==> src/rtl/uart_tx_frame_if.sv <==
// Byte-stream handshake plus configuration word and serial line of the UART transmitter.
// The master is the byte producer; the slave is the transmitter.
interface uart_tx_frame_if #(
  parameter int CONFIG_WIDTH = 32
);
  logic [CONFIG_WIDTH-1:0] conf;
  logic [7:0]              tx_data;
  logic                    tx_valid;
  logic                    tx_ready;
  logic                    tx;
  logic                    busy;

  modport master (
    output conf, tx_data, tx_valid,
    input  tx_ready, tx, busy
  );

  modport slave (
    input  conf, tx_data, tx_valid,
    output tx_ready, tx, busy
  );
endinterface

==> src/rtl/uart_tx_frame.sv <==
// UART frame transmitter: start, 8 data bits LSB first, optional parity, 1 or 2 stop bits.
// Configuration is captured with each accepted byte, so in-flight frames are never altered.
module uart_tx_frame (
  input  logic            clk_i,
  input  logic            rst_i,
  uart_tx_frame_if.slave  bus
);
  typedef enum logic [2:0] {IDLE, START, DATA, PARITY, STOP} state_t;

  state_t      state_q, state_d;
  logic [15:0] cnt_q, cnt_d;
  logic [2:0]  idx_q, idx_d;
  logic [7:0]  shift_q, shift_d;
  logic [18:0] cfg_q, cfg_d;
  logic        par_q, par_d;
  logic        stop2_q, stop2_d;
  logic        tx_q, tx_d;
  logic        ready_q, ready_d;
  logic        busy_q, busy_d;

  logic [15:0] last_cnt;
  logic        bit_end;
  logic        unused_conf;

  // A divisor of 0 behaves as 1, so the last count is 0 in both cases.
  assign last_cnt    = (cfg_q[15:0] == 16'd0) ? 16'd0 : cfg_q[15:0] - 16'd1;
  assign bit_end     = (cnt_q == last_cnt);
  assign unused_conf = ^bus.conf;

  always_comb begin
    state_d = state_q;
    cnt_d   = (bit_end) ? 16'd0 : cnt_q + 16'd1;
    idx_d   = idx_q;
    shift_d = shift_q;
    cfg_d   = cfg_q;
    par_d   = par_q;
    stop2_d = stop2_q;

    unique case (state_q)
      IDLE: begin
        cnt_d = 16'd0;
        if (bus.tx_valid && ready_q) begin
          shift_d = bus.tx_data;
          cfg_d   = bus.conf[18:0];
          par_d   = (^bus.tx_data) ^ bus.conf[17];
          idx_d   = 3'd0;
          stop2_d = 1'b0;
          state_d = START;
        end
      end
      START: begin
        if (bit_end) begin
          idx_d   = 3'd0;
          state_d = DATA;
        end
      end
      DATA: begin
        if (bit_end) begin
          shift_d = shift_q >> 1;
          if (idx_q == 3'd7) begin
            state_d = cfg_q[16] ? PARITY : STOP;
          end else begin
            idx_d = idx_q + 3'd1;
          end
        end
      end
      PARITY: begin
        if (bit_end) begin
          state_d = STOP;
        end
      end
      STOP: begin
        if (bit_end) begin
          if (cfg_q[18] && !stop2_q) begin
            stop2_d = 1'b1;
          end else begin
            state_d = IDLE;
          end
        end
      end
      default: state_d = IDLE;
    endcase

    // Outputs are decoded from the next state so the registered line changes on the same edge.
    unique case (state_d)
      START:   tx_d = 1'b0;
      DATA:    tx_d = shift_d[0];
      PARITY:  tx_d = par_d;
      default: tx_d = 1'b1;
    endcase
    ready_d = (state_d == IDLE);
    busy_d  = (state_d != IDLE);
  end

  always_ff @(posedge clk_i or posedge rst_i) begin
    if (rst_i) begin
      state_q <= IDLE;
      cnt_q   <= 16'd0;
      idx_q   <= 3'd0;
      shift_q <= 8'd0;
      cfg_q   <= 19'd0;
      par_q   <= 1'b0;
      stop2_q <= 1'b0;
      tx_q    <= 1'b1;
      ready_q <= 1'b1;
      busy_q  <= 1'b0;
    end else begin
      state_q <= state_d;
      cnt_q   <= cnt_d;
      idx_q   <= idx_d;
      shift_q <= shift_d;
      cfg_q   <= cfg_d;
      par_q   <= par_d;
      stop2_q <= stop2_d;
      tx_q    <= tx_d;
      ready_q <= ready_d;
      busy_q  <= busy_d;
    end
  end

  assign bus.tx       = tx_q;
  assign bus.tx_ready = ready_q;
  assign bus.busy     = busy_q;
endmodule
==> src/flat_wrapper.sv <==
// flat-port wrapper written by rule: the top's interface ports become plain ports
module uart_tx_frame_flat 
  (clk_i, rst_i, bus_conf, bus_tx_data, bus_tx_valid, bus_tx_ready, bus_tx, bus_busy);
  uart_tx_frame_if bus_i ();
  input  logic clk_i;
  input  logic rst_i;
  input wire logic [$bits(bus_i.conf)-1:0] bus_conf;
  input wire logic [$bits(bus_i.tx_data)-1:0] bus_tx_data;
  input wire logic [$bits(bus_i.tx_valid)-1:0] bus_tx_valid;
  output wire logic [$bits(bus_i.tx_ready)-1:0] bus_tx_ready;
  output wire logic [$bits(bus_i.tx)-1:0] bus_tx;
  output wire logic [$bits(bus_i.busy)-1:0] bus_busy;
  assign bus_i.conf = bus_conf;
  assign bus_i.tx_data = bus_tx_data;
  assign bus_i.tx_valid = bus_tx_valid;
  assign bus_tx_ready = bus_i.tx_ready;
  assign bus_tx = bus_i.tx;
  assign bus_busy = bus_i.busy;
  uart_tx_frame u_core (.clk_i(clk_i), .rst_i(rst_i), .bus(bus_i));
endmodule
==> config.mk <==
export PLATFORM = sky130hd
export DESIGN_NAME = uart_tx_frame_flat
export DESIGN_NICKNAME = d
export VERILOG_FILES = /design/src/rtl/uart_tx_frame_if.sv /design/src/rtl/uart_tx_frame.sv /design/src/flat_wrapper.sv
export SDC_FILE = /design/constraint.sdc
export NUM_CORES = 1
export LEC_CHECK = 0
export CAP_MARGIN = 40
export CORE_MARGIN = 1
export CORE_UTILIZATION = 46
export CTS_CLUSTER_SIZE = 14
export DETAILED_ROUTE_END_ITERATION = 8
export PLACE_DENSITY = 0.73
export SYNTH_ARGS = -nofsm -noshare
export SYNTH_HDL_FRONTEND = slang
export SYNTH_SLANG_ARGS = --single-unit
==> constraint.sdc <==
create_clock -name clk_i -period 11.3 [get_ports clk_i]
set_input_delay 2.26 -clock clk_i [delete_from_list [all_inputs] [get_ports clk_i]]
set_output_delay 2.26 -clock clk_i [all_outputs]
set_load 0.1 [all_outputs]
==> out/qor.csv <==
metric,value,unit
Slew headroom,39.6,%
Buffers on Ports,32,
maximum VDD drop,49.9,uV
layout cells sized above 1,6.68,%
Root Buffer Master,clkbuf_8,
Multi-input gate area,2080,sq um
Final Hold Viols,0,
Pwr per Cell Area,83.1,nW/um^2
status,"finished, final reports clean",
Fillers,710,
Final setup violation count,0,
Static Leakage,1.81,nW
"Seq/Total Area, Yosys",37.3,%
detailed-route DRC error count,0,
Sink Count,53,
Final Slew Violations,0,
Ports,46,
RR Endpoint,u_core.bus.busy$_DFF_PP0_,
Crit Path Max Fanout,12,
"FF+latch count, synth",53,
Hold Path Depth,1,
Detailed Route Iter0 Violations,252,
Post-synth EDFFs,0,
die width,90.0,um
nets,495,
Vias,3237,
fin crit period,4.38,ns
top_reg_cell synth,dfrtp_1,
Worst-Skew Late Latency,0.30,ns
setup TNS,0,ns
Syn-to-layout area delta,15.0,%
post-CTS resize count,0,
Mapped Cells,430,
H-tree levels,2,
Worst-path clk slew,0.10,ns
core box area,7370,sq um
Synth cell types,63,
global-route wire length before repair,14300,um
fmax,228,MHz
WL per Instance,15.6,um
Clock Path Buffers,2,
HP Start,u_core.shift_q[2]$_DFFE_PP0P_,
Avg Inst Size Synth,8.28,sq um
initial antenna violation count,0,
Worst Hold Endpoint,u_core.shift_q[2]$_DFFE_PP0P_,
worst-path cell chain,nor4_1 > nand3_1 > nor4_1 > a21oi_1 > o32a_1 > or4_1 > o31ai_1 > a21oi_1 > or3_1,
antenna cells,0,
max_cap viols,0,
Reg2Reg Depth,9,
Worst R2R Setup Slack,6.92,ns
vias in the first global route,2896,
Die ar.,8100,sq um
actual slew at the worst max-slew pin,0.898,ns
Crit. End Element,flop,
R2R Path Start,u_core.cfg_q[2]$_DFFE_PP0P_,
Starting Density,48.3,%
CP arrival,4.57,ns
Final Hold Slack,0.485,ns
total CTS buffers,5,
Ys Warns,0,
Via density,5.91,
gr usage total,21.6,%
Post-CTS Setup Bufs,0,
RSZ-0062 raised after global routing,no,
Worst Skew,0.00736,ns
sequential cell area,1330,sq um
post-layout util,55.6,%
worst-path cell with the longest stage delay,nor4_1,
CTS tree,done,
hpwl dp,6370,um
required time worst endpoint,11.49,ns
Crit Path Class,flop to flop,
ys async rst share,100,%
DRT Pass-1 Iters,5,
hold crit path type,flop to flop,
WL final,8530,um
GP Congestion,0.904,
Syn Nets,477,
largest net degree at the start of global routing,29,
crit-path max cell delay,0.73,ns
hold_buf cts,0,
Startpoint Class,flop,
fin crit share,38.8,%
mapped cell area,3560,sq um
Overflow after GRT,0,
row count,31,
die boundary height,90.0,um
ANT nets after route,0,
[state kept, by name (all words and copies together), names as in the netlist]
name and flops:
u_core.bus.tx 1, u_core.par_q 1, u_core.shift_q 8, u_core.cfg_q 18
u_core.idx_q 3, u_core.stop2_q 1, u_core.bus.busy 1, u_core.cnt_q 16
u_core.state_q 3, u_core.bus.tx_ready 1
[cells in the final DEF, fill, tap and decap left out, drive strengths merged, types with 3 or more instances in the layout]
master,n
dfrtp,51
or4,12
nor3,11
a2111oi,3
and3,11
a21o,6
a22o,6
nand4,7
xnor2,19
nand2,60
inv,13
buf,6
o21ai,22
xor2,14
nand2b,6
clkdlybuf4s50,32
mux2,3
nor2b,4
o211ai,3
or2,3
ha,4
a32oi,3
or3,12
clkbuf,6
nand3,16
a21oi,14
nor2,44
nor4,15
[critical path: cells and delay by family (launching register included)]
family / cells / cell delay (ns)
simple gates: 5 / 2.62
compound gates: 4 / 1.13
flops: 1 / 0.51
[worst max-delay path by stage]
| stage | endpoint | from | slack (ns) | cells after the start |
|---|---|---|---|---|
| CTS | u_core.bus.busy$_DFF_PP0_ | u_core.cfg_q[0]$_DFFE_PP0P_ | 6.99 | 11 |
| global placement | u_core.bus.tx$_DFF_PP1_ | bus_tx_valid | 6.98 | 8 |
| global route | u_core.idx_q[1]$_DFFE_PP0P_ | u_core.cfg_q[0]$_DFFE_PP0P_ | 6.58 | 11 |
| floorplan | u_core.bus.busy$_DFF_PP0_ | u_core.cfg_q[8]$_DFFE_PP0P_ | 7.54 | 10 |
| finish | u_core.bus.busy$_DFF_PP0_ | u_core.cfg_q[2]$_DFFE_PP0P_ | 6.92 | 9 |
| detailed placement | u_core.bus.tx$_DFF_PP1_ | bus_tx_valid | 6.94 | 8 |
[cell type report]
class / instances / share of cell area, %
flip-flops and latches: 53 / 32.4
multi-input cells: 337 / 50.9
well taps: 99 / 3.02
repair buffers: 38 / 9.77
inverters: 13 / 1.19
clock buffers: 6 / 1.77
clock inverters: 2 / 0.947
[cell families (layout without fill, tap and decap cells)]
logic type               Yosys count  in the layout  share of synthesized area [%]
AND/OR/NAND/NOR                  209            209                           30.2
AO/OA/AOI/OAI                     85             85                           16.5
flip-flops                        53             53                           37.3
buffers and inverters             40             59                           4.32
XOR/XNOR                          34             34                           8.75
multiplexers                       5              5                           1.51
adder cells (fa/ha/maj)            4              4                           1.41
[Yosys cell counts (7+ instances only)]
| cell type | number | area [sq um] |
|---|---|---|
| nand4_1 | 7 | 43.8 |
| dfrtp_1 | 51 | 1280 |
| nor2_1 | 44 | 165 |
| nand2_1 | 60 | 225 |
| xor2_1 | 14 | 123 |
| a21oi_1 | 14 | 70.1 |
| nor4_1 | 13 | 81.3 |
| nor3_1 | 11 | 55.1 |
| nand3_1 | 16 | 80.1 |
| clkbuf_1 | 24 | 90.1 |
| or4_1 | 9 | 67.6 |
| or3_1 | 11 | 68.8 |
| and3_1 | 11 | 68.8 |
| xnor2_1 | 19 | 166 |
| o21ai_0 | 22 | 110 |
| inv_1 | 13 | 48.8 |
[metal layers]
metal	vias to the layer above	GRT usage [%]	part of all wire [%]	wire (um)
li1	1580	-	-	-
met4	0	5.11	0.95	81
met3	7	2.96	5.9	501
met5	-	0	0	0
met2	103	34.4	46	3910
met1	1547	31.3	47	4040
[power by group]
group | internal, mW | total [mW] | leakage [nW] | switching [mW]
Sequential | 0.190 | 0.190 | 0.687 | 0
Combinational | 0.0129 | 0.0208 | 1.07 | 0.00794
Clock | 0.0666 | 0.130 | 0.0554 | 0.0633
Total | 0.269 | 0.340 | 1.81 | 0.0712
[stage by stage]
| step | total power [mW] | worst slack, ns | area [sq um] | instances |
|---|---|---|---|---|
| after CTS | 0.345 | 6.99 | 4100 | 548 |
| final | 0.340 | 6.92 | 4100 | 548 |
| after floorplan | 0.201 | 7.54 | 3560 | 430 |
| after global placement | 0.213 | 6.98 | 3920 | 536 |
| after global routing | 0.352 | 6.58 | 4100 | 548 |
| after detailed placement | 0.215 | 6.94 | 3990 | 540 |
Power figures use the tool's default switching activity.
